===== config.mk =====
export PLATFORM = sky130hd
export DESIGN_NAME = cache_bus_arbiter
export DESIGN_NICKNAME = d
export VERILOG_FILES = /design/src/rtl/cache_bus_arbiter.sv
export SDC_FILE = /design/constraint.sdc
export NUM_CORES = 1
export LEC_CHECK = 0
export ABC_AREA = 0
export CORE_AREA = 2 2 120 122
export DETAILED_ROUTE_END_ITERATION = 10
export DIE_AREA = 0 0 122 124
export PLACE_DENSITY = 0.7
export SLEW_MARGIN = 25
export SYNTH_ARGS = -nofsm -noshare
export SYNTH_HDL_FRONTEND = slang
export SYNTH_SLANG_ARGS = --single-unit

===== constraint.sdc =====
create_clock -name clk -period 1.55 [get_ports clk]
set_clock_uncertainty 0.15 [all_clocks]
set_input_delay 0.155 -clock clk [delete_from_list [all_inputs] [get_ports clk]]
set_output_delay 0.155 -clock clk [all_outputs]
set_load 0.02 [all_outputs]

===== src/rtl/cache_bus_arbiter.sv =====
`default_nettype none
// ============================================================================
// Module      : cache_bus_arbiter
// Description : Arbitrates the i_cache and d_cache request ports onto a single
//               AXI-bridge request interface, one outstanding transaction at
//               a time, with round-robin or fixed data-first priority.
// Revision    : 1.0 - initial release
// ============================================================================
module cache_bus_arbiter #(
    parameter int RR_EN = 1
) (
    input  logic        clk,
    input  logic        rst,
    input  logic        inst_req,
    input  logic        inst_wr,
    input  logic [1:0]  inst_size,
    input  logic [31:0] inst_addr,
    input  logic [31:0] inst_wdata,
    output logic [31:0] inst_rdata,
    output logic        inst_addr_ok,
    output logic        inst_data_ok,
    input  logic        data_req,
    input  logic        data_wr,
    input  logic [1:0]  data_size,
    input  logic [31:0] data_addr,
    input  logic [31:0] data_wdata,
    output logic [31:0] data_rdata,
    output logic        data_addr_ok,
    output logic        data_data_ok,
    output logic        bus_req,
    output logic        bus_wr,
    output logic [1:0]  bus_size,
    output logic [31:0] bus_addr,
    output logic [31:0] bus_wdata,
    input  logic [31:0] bus_rdata,
    input  logic        bus_addr_ok,
    input  logic        bus_data_ok
);

    typedef enum logic [1:0] {
        IDLE = 2'd0,
        ADDR = 2'd1,
        DATA = 2'd2
    } state_t;

    // Owner / last-grant encoding: 0 = inst port, 1 = data port.
    localparam logic c_grant_inst = 1'b0;

    state_t      r_state;
    state_t      w_next;
    logic        r_owner;
    logic        r_last_grant;
    logic        r_wr;
    logic [1:0]  r_size;
    logic [31:0] r_addr;
    logic [31:0] r_wdata;
    logic        w_any_req;
    logic        w_grant_data;

    assign w_any_req = inst_req | data_req;

    // Data wins when it is alone, when priority is fixed, or when inst was
    // the previous owner under round-robin.
    assign w_grant_data = data_req &
                          (~inst_req | (RR_EN == 0) | (r_last_grant == c_grant_inst));

    // Next-state logic; stray bus_data_ok outside DATA has no effect.
    always_comb begin
        w_next = r_state;
        case (r_state)
            IDLE:    if (w_any_req)   w_next = ADDR;
            ADDR:    if (bus_addr_ok) w_next = DATA;
            DATA:    if (bus_data_ok) w_next = IDLE;
            default: w_next = IDLE;
        endcase
    end

    // State, grant bookkeeping and the latched request copy.
    always_ff @(posedge clk) begin
        if (rst) begin
            r_state      <= IDLE;
            r_owner      <= c_grant_inst;
            r_last_grant <= c_grant_inst;
            r_wr         <= 1'b0;
            r_size       <= 2'd0;
            r_addr       <= 32'd0;
            r_wdata      <= 32'd0;
        end else begin
            r_state <= w_next;
            if (r_state == IDLE && w_any_req) begin
                r_owner <= w_grant_data;
                r_wr    <= w_grant_data ? data_wr    : inst_wr;
                r_size  <= w_grant_data ? data_size  : inst_size;
                r_addr  <= w_grant_data ? data_addr  : inst_addr;
                r_wdata <= w_grant_data ? data_wdata : inst_wdata;
            end
            if (r_state == DATA && bus_data_ok) begin
                r_last_grant <= r_owner;
            end
        end
    end

    // Bus side is driven only from the latched copy, so requester changes
    // after grant cannot disturb an in-flight transaction.
    assign bus_req   = (r_state == ADDR);
    assign bus_wr    = r_wr;
    assign bus_size  = r_size;
    assign bus_addr  = r_addr;
    assign bus_wdata = r_wdata;

    // Handshakes are routed to the owner only.
    assign inst_addr_ok = (r_state == ADDR) & bus_addr_ok & ~r_owner;
    assign data_addr_ok = (r_state == ADDR) & bus_addr_ok &  r_owner;
    assign inst_data_ok = (r_state == DATA) & bus_data_ok & ~r_owner;
    assign data_data_ok = (r_state == DATA) & bus_data_ok &  r_owner;

    assign inst_rdata = bus_rdata;
    assign data_rdata = bus_rdata;

endmodule
`default_nettype wire


==> results of run 1 <==
[metal layers]
| metal | part of all wire, % | GRT usage [%] |
|---|---|---|
| met5 | 0 | 0 |
| met3 | 11 | 4.95 |
| met1 | 37 | 16.9 |
| met4 | 3.2 | 9.05 |
| met2 | 49 | 27.5 |
[sequential cells by signal (all words and copies together), names as in the netlist]
signal / count
r_last_grant: 1
bus_addr: 32
bus_wr: 1
r_owner: 1
bus_size: 2
r_state: 2
bus_wdata: 32
[worst reg2reg max path: stages (launching register included)]
cell and delay, ns:
dfxtp_2 0.32, buf_6 0.12, nor2_4 0.17, buf_6 0.15
buf_12 0.14, a21oi_1 0.07, a311oi_1 0.27
[cell type report]
cell class	instances	area (um^2)
Fill cell	1353	7530
Multi-Input combinational cell	291	1780
Timing Repair Buffer	238	2410
Tap cell	180	225
Clock inverter	6	108
Sequential cell	71	1430
Clock buffer	10	239
[cell usage after synthesis, types with 2 or more instances]
| cell type | number | share of area, % |
|---|---|---|
| a21bo_2 | 2 | 0.52 |
| buf_2 | 5 | 0.65 |
| a21oi_1 | 71 | 9.2 |
| buf_6 | 4 | 1.2 |
| clkbuf_1 | 34 | 3.3 |
| a311oi_2 | 30 | 12 |
| buf_4 | 66 | 13 |
| dfxtp_1 | 71 | 37 |
| nand2_1 | 138 | 13 |
| nor2_1 | 5 | 0.49 |
| a311oi_1 | 37 | 8.4 |
[cells by family (layout without fill, tap and decap cells)]
logic type / count (synthesis) / in the layout / share of synthesized area, %
DFF: 71 / 71 / 36.8
buffers and inverters: 109 / 254 / 18.0
AOI/OAI and AO/OA: 141 / 141 / 30.1
and+or+nand+nor: 150 / 150 / 15.2
[worst paths after layout]
check,startpoint,endpoint
max,data_req,bus_addr[11]$_SDFFE_PP0P_
min,bus_rdata[19],data_rdata[19]
max reg2reg,r_state[0]$_SDFFE_PP0P_,bus_wr$_SDFFE_PP0P_
min reg2reg,bus_addr[13]$_SDFFE_PP0P_,bus_addr[13]$_SDFFE_PP0P_
[through the flow]
step           hold WS, ns  area (um^2)  setup WS, ns
2_1_floorplan        0.158         3860        0.0146
3_3_place_gp         0.160         5790        -0.232
3_5_place_dp         0.160         5790        -0.334
4_1_cts              0.160         6040       -0.0154
5_1_grt              0.160         6190       -0.0311
6_report             0.160         6190        0.0313
[report_power, final]
group | leakage [nW] | switching [W] | internal, W
combinational | 1.81 | 0.000987 | 0.000954
sequential | 0.591 | 0.000116 | 0.00204
clock | 0.168 | 0.000781 | 0.00161
total | 2.57 | 0.00188 | 0.00461
[timing repair]
action / in CTS / in global routing
cloned: 0 / 4
resized for setup: 88 / 12
setup endpoints to repair: 72 / 62
setup buffers: 0 / 4
pin swaps: 0 / 26
endpoints found under the hold margin: 0 / 0
==> reports/results.ini, run 1 <==
[status]
outcome = completed

[synth]
synthFlopType = dfxtp_1
synth_nets = 643
ys_seq_elements = 71
syn_area_um2 = 3860
synth_warnings = 0
avgSynthCellArea_um2 = 8.20
synthArstFlopShare_pct = 0
yosysSeqAreaShare_pct = 36.8
synth_cell_types = 19
synthCells = 471
synth_edf_count = 0

[critical_path]
critPathSlowestCell = clkdlybuf4s50_1
critPathLaunchType = primary input
critical_path_arrival_ns = 1.60
cp.required_ns = 1.63
r2r_slack_ns = 0.06
path_delay_family = buffers and inverters
cp.depth = 5
reg2reg_depth = 6
slowest_delay_ns = 0.45
cp_max_fo = 29
critical_path_class = primary input to register
crit_buf_inv = 2
cp_cell_sequence = clkdlybuf4s50_1, or2_2, and2_4, buf_12, a311oi_1
worst_setup_path_end_kind = register

[placement]
port_buffers = 211
place_inst = 772
finalWeightedCongestion = 0.765
place_hpwl_mm = 9.07

[global_routing]
grt_pass1_vias = 3788
grtUsageTotal_pct = 15.8
gr-total-overflow = 0
grt_pass1_wl_mm = 18.7
antenna_found_initial = 0
grt_max_degree = 72

[clock_tree]
clkSlewWorstSetupHoldPaths_ns = 0.06
numCtsBuffers = 9
clk_path_buf_depth = 2
clk_latency_ns = 0.33
cts_tree = done
htreeDepth = 3
ctsHoldBuffers = 0
root_buffer = clkbuf_16
numClockSinks = 71

[timing]
min_period_ns = 1.52
tightest_slew_ns = 0.406
fmax_mhz = 658
finalCritPeriodShare_pct = 98.0
setup_tns_ns = 0
rsz0062_at_grt = true
max-slew-margin-rel_pct = 72.9
finalSetupViolCount = 0
slew_viol_final = 0
hold_viol = 0

[cells_and_area]
final_core_util_pct = 45.1
layout_common_cells = nand2_1 (138), clkdlybuf4s50_1 (138), a21oi_1 (71)
instances_no_fill = 796
num_antenna_cells = 0
nets = 783
drive_gt1_share_pct = 14.6
area.growth.synth_to_final_pct = 60.3

[routing]
wl_per_cell_um = 17.0
vias = 3970
drt_iter0_markers = 168
drt_pre_antenna_iters = 4
wirelength_mm = 13.5
viasPerCell = 4.99
postRouteAntennaNets = 0
drcViolationCount = 0

[min_path]
min_path_cells = 0
hold_path_class = primary input to output port

[flow_run]
maxCapViolCount = 0

[floorplanning]
initial_core_util_pct = 28.1
die_height_um = 124
dieArea_um2 = 15100
num_rows = 43
core-area_um2 = 13700
die_x_um = 122
pin_count = 308

[power_and_ir_drop]
p_leak_nw = 2.57
power.total_w = 0.00649
ir_drop_mv = 0.469
power.density_nw_per_um2 = 1050

(Power assumes the default switching activity.)
==> run 2, diff against run 1 <==
--- a/config.mk
+++ b/config.mk
@@ -10,6 +10,7 @@
 export DETAILED_ROUTE_END_ITERATION = 10
 export DIE_AREA = 0 0 122 124
 export PLACE_DENSITY = 0.7
+export RECOVER_POWER = 100
 export SLEW_MARGIN = 25
 export SYNTH_ARGS = -nofsm -noshare
 export SYNTH_HDL_FRONTEND = slang
==> run 2 against run 1 <==
Net effect: via count shrank 0.30%; global-route usage is the same; design area shrank 0.93%; sequential cell count is the same.
==> reports/results.ini, run 2 (synthesized netlist as in run 1, its figures left out) <==
[status]
outcome = completed

[placement]
dpl_cell_area_um2 = 5790
place_hpwl_mm = 9.07
pre_cts_slack_ns = -0.334
place_inst = 772
port_buffers = 211
finalWeightedCongestion = 0.765

[cells_and_area]
fin_area_um2 = 6130
drive_gt1_share_pct = 14.3
instances_no_fill = 796
final_core_util_pct = 44.7
nets = 783
layout_common_cells = nand2_1 (138), clkdlybuf4s50_1 (138), a21oi_1 (71)
num_antenna_cells = 0
area.growth.synth_to_final_pct = 58.8

[clock_tree]
numCtsBuffers = 9
htreeDepth = 3
clk_path_buf_depth = 2
ctsHoldBuffers = 0
root_buffer = clkbuf_16
cts_tree = done
numClockSinks = 71
clk_latency_ns = 0.33
clkSlewWorstSetupHoldPaths_ns = 0.06

[timing]
worst_slack_ns = 0.0203
hold_viol = 0
setup_tns_ns = 0
min_period_ns = 1.53
fmax_mhz = 654
max-slew-margin-rel_pct = 73.0
finalCritPeriodShare_pct = 98.7
slew_viol_final = 0
tightest_slew_ns = 0.405
rsz0062_at_grt = true
finalSetupViolCount = 0

[critical_path]
cp_cell_sequence = clkdlybuf4s50_1, or2_2, and2_4, buf_12, a311oi_1
cp_max_fo = 29
critical_path_arrival_ns = 1.61
critPathLaunchType = primary input
cp.required_ns = 1.63
critPathSlowestCell = clkdlybuf4s50_1
r2r_slack_ns = 0.05
worst_setup_path_end_kind = register
slowest_delay_ns = 0.45
critical_path_class = primary input to register

[global_routing]
grtUsageTotal_pct = 15.8
grt_max_degree = 72
antenna_found_initial = 0
grt_pass1_vias = 3788
gr-total-overflow = 0
grt_pass1_wl_mm = 18.7

[floorplanning]
num_rows = 43
initial_core_util_pct = 28.1
die_height_um = 124
die_x_um = 122
dieArea_um2 = 15100
pin_count = 308
core-area_um2 = 13700

[routing]
drcViolationCount = 0
postRouteAntennaNets = 0
wirelength_mm = 13.4
vias = 3958
viasPerCell = 4.97
wl_per_cell_um = 16.9
drt_iter0_markers = 165
drt_pre_antenna_iters = 4

[flow_run]
maxCapViolCount = 0

[power_and_ir_drop]
p_clk_share_pct = 37.0
p_comb_share_pct = 29.5
ir_drop_mv = 0.471
p_leak_nw = 2.55
power.density_nw_per_um2 = 1050
intPower_w = 0.00457
switchingPower_w = 0.00187
p_sw_share_pct = 29.1
seqPwrFrac_pct = 33.5

[min_path]
hold_path_class = primary input to output port

run 2: changes by cell type in the layout (fill, tap and decap cells not counted), sizes merged:
cell,delta
clkbuf,+6
buf,-6
run 2: power groups by stage:
stage / clock, W / sequential (W) / combinational (W)
3_3_place_gp: 0 / 0.00219 / 0.00193
3_5_place_dp: 0 / 0.00220 / 0.00197
6_report: 0.00239 / 0.00216 / 0.00190
2_1_floorplan: 0 / 0.00244 / 0.000942
4_1_cts: 0.00245 / 0.00216 / 0.00183
5_1_grt: 0.00256 / 0.00218 / 0.00202
run 2: worst max-delay path: cells and delay by family:
kind,cells,cell delay [ns]
buffers and inverters,2,0.62
AOI/OAI and AO/OA,1,0.27
and+or+nand+nor,2,0.56
run 2: path summary, 6_finish.rpt:
check,from,end,cells past startpoint
worst max-delay path,data_req,bus_addr[11]$_SDFFE_PP0P_,5
worst min-delay path,bus_rdata[19],data_rdata[19],0
worst max register to register,r_state[0]$_SDFFE_PP0P_,bus_wr$_SDFFE_PP0P_,6
worst min register to register,bus_addr[30]$_SDFFE_PP0P_,bus_addr[30]$_SDFFE_PP0P_,2
run 2: timing repair:
action                     CTS  global route
setup endpoints to repair   72            62
gates cloned                 0             4
pin swaps                    0            26
gates resized for setup     88            12
buffers inserted             0             4
run 2: final cells by class:
class,instances,area [um^2]
clock inverter,6,108
fill,1358,7590
clock buffer,10,239
multi-input combinational,291,1770
sequential,71,1430
tap,180,225
timing repair buffer,238,2360
run 2: routing by layer:
metal  global-route usage [%]  routed length [um]
met1                     16.9                5220
met2                     27.5                6460
met3                     4.95                1320
met4                     9.05                 437
met5                        0                   0
run 2: through the flow:
step / power [W] / hold slack, ns
floorplan: 0.00338 / 0.158
CTS: 0.00644 / 0.160
global route: 0.00676 / 0.160
global placement: 0.00413 / 0.160
detailed placement: 0.00417 / 0.160
finish: 0.00645 / 0.160
==> run 3, diff against run 2 <==
--- a/config.mk
+++ b/config.mk
@@ -9,6 +9,7 @@
 export CORE_AREA = 2 2 120 122
 export DETAILED_ROUTE_END_ITERATION = 10
 export DIE_AREA = 0 0 122 124
+export HOLD_SLACK_MARGIN = 0.06
 export PLACE_DENSITY = 0.7
 export RECOVER_POWER = 100
 export SLEW_MARGIN = 25
==> constraint.sdc (replaced) <==
create_clock -name clk -period 1.32 [get_ports clk]
set_clock_uncertainty 0.15 [all_clocks]
set_input_delay 0.132 -clock clk [delete_from_list [all_inputs] [get_ports clk]]
set_output_delay 0.132 -clock clk [all_outputs]
set_load 0.02 [all_outputs]
==> run 3 against run 2 <==
Net effect: the run now ends with negative setup slack left; count of clock-buffer cells in the layout did not move; worst hold slack worse by 0.046 ns; via count increased by 3.1%; power grew 22%; utilization increased by 2.4 points; register-to-register slack worse by 0.23 ns; worst setup slack worse by 0.20 ns; sequential cell count did not move; design area rose by 5.4%; clock power grew 18%; largest power group unchanged.
==> reports/results.ini, run 3 (synthesized netlist as in run 1, its figures left out) <==
[placement]
pre_cts_slack_ns = -0.462
place_inst = 775
port_buffers = 211
place_hpwl_mm = 9.11
dpl_cell_area_um2 = 5800
finalWeightedCongestion = 0.770

[critical_path]
critical_path_arrival_ns = 1.58
critical_path_class = register to register
worst_setup_path_end_kind = register
cp.required_ns = 1.40
cp_max_fo = 9
critPathLaunchType = register

[clock_tree]
numClockSinks = 71
clk_path_buf_depth = 2
htreeDepth = 3
root_buffer = clkbuf_16
numCtsBuffers = 9
clkSlewWorstSetupHoldPaths_ns = 0.06
clk_latency_ns = 0.32
cts_tree = done
ctsHoldBuffers = 0

[cells_and_area]
nets = 796
drive_gt1_share_pct = 18.6
instances_no_fill = 809
final_core_util_pct = 47.1
fin_area_um2 = 6460
area.growth.synth_to_final_pct = 67.4
fillerInstances = 1329
num_antenna_cells = 0
final_common_cell = clkdlybuf4s50_1
layout_common_cells = clkdlybuf4s50_1 (138), nand2_1 (137), dfxtp_1 (68)

[floorplanning]
num_rows = 43
core-area_um2 = 13700
initial_core_util_pct = 28.1
die_height_um = 124
dieArea_um2 = 15100
die_x_um = 122
pin_count = 308

[power_and_ir_drop]
p_comb_share_pct = 31.9
intPower_w = 0.00558
ir_drop_mv = 0.603
p_sw_share_pct = 29.1
p_clk_share_pct = 35.7
switchingPower_w = 0.00229
seqPwrFrac_pct = 32.3
p_leak_nw = 2.56
power.density_nw_per_um2 = 1220

[flow_run]
maxCapViolCount = 0

[global_routing]
grt_pass1_vias = 3985
grt_pass1_wl_mm = 20.1
antenna_found_initial = 0
grt_util_met2_pct = 29.3
grt_use_met3_pct = 5.49
grt_max_degree = 46
grtUsageTotal_pct = 17.0
gr-total-overflow = 0
grt_util_met1_pct = 19.2
busiest_layer = met2

[timing]
tightest_slew_ns = 0.396
fmax_mhz = 666
min_period_ns = 1.50
finalCritPeriodShare_pct = 114
max-slew-margin-rel_pct = 73.6
hold_viol = 0
worst_slack_ns = -0.181
rsz0062_at_grt = true
finalSetupViolCount = 74
slew_viol_final = 0

[routing]
drt_pre_antenna_iters = 4
postRouteAntennaNets = 0
drt_iter0_markers = 255
vias = 4081
wirelength_mm = 13.9
drcViolationCount = 0
viasPerCell = 5.04
wl_per_cell_um = 17.1

[min_path]
hold_path_class = primary input to output port

[status]
violations = negative setup slack
outcome = complete, but fails checks

## run 3: path summary, 6_finish.rpt
check             depth (start not counted)  slack [ns]                        end                       from
hold / removal                            0        0.11             inst_rdata[30]              bus_rdata[30]
setup / recovery                          6       -0.18  bus_addr[28]$_SDFFE_PP0P_    r_state[1]$_SDFFE_PP0P_
setup reg to reg                          6       -0.18  bus_addr[28]$_SDFFE_PP0P_    r_state[1]$_SDFFE_PP0P_
hold reg to reg                           2        0.35  bus_wdata[2]$_SDFFE_PP0P_  bus_wdata[2]$_SDFFE_PP0P_
## run 3: power groups by stage
stage	Combinational, W	Sequential [W]	Clock [W]
2_1_floorplan	0.00112	0.00287	0
3_3_place_gp	0.00226	0.00258	0
3_5_place_dp	0.00230	0.00259	0
4_1_cts	0.00244	0.00254	0.00288
5_1_grt	0.00267	0.00257	0.00297
6_report	0.00251	0.00254	0.00281
## run 3: repair_timing
item                       4_1_cts  5_1_grt
buffers inserted                10        3
pin swaps                       14       14
resized for setup              133       47
gates cloned                     5        2
setup endpoints to repair      140      109
## run 3: critical path, cell delays in order, from the launching register on
cell	delay [ns]
dfxtp_4	0.36
buf_6	0.11
nor2_4	0.13
buf_4	0.17
clkbuf_16	0.16
a21oi_1	0.07
a311oi_1	0.26
## run 3: metrics by stage
step	power, W	TNS [ns]	hold slack, ns
global route	0.00821	-15.20	0.114
global placement	0.00484	-29.35	0.114
finish	0.00786	-10.24	0.114
detailed placement	0.00489	-30.74	0.114
floorplan	0.00399	-2.67	0.135
CTS	0.00786	-10.02	0.114
## run 3: area by class of cell
class                      instances  area [um^2]  share of cell area (%)
clock buffer                      10          239                    3.70
clock inverter                     6          108                    1.66
multi-input combinational        291         1840                    28.4
sequential                        71         1430                    22.1
tap                              180          225                    3.48
timing repair buffer             251         2630                    40.6
## run 3: layer usage
metal | wire [um] | share of wire (%)
met1 | 5460 | 39
met2 | 6720 | 48
met3 | 1240 | 8.9
met4 | 453 | 3.3
met5 | 0 | 0
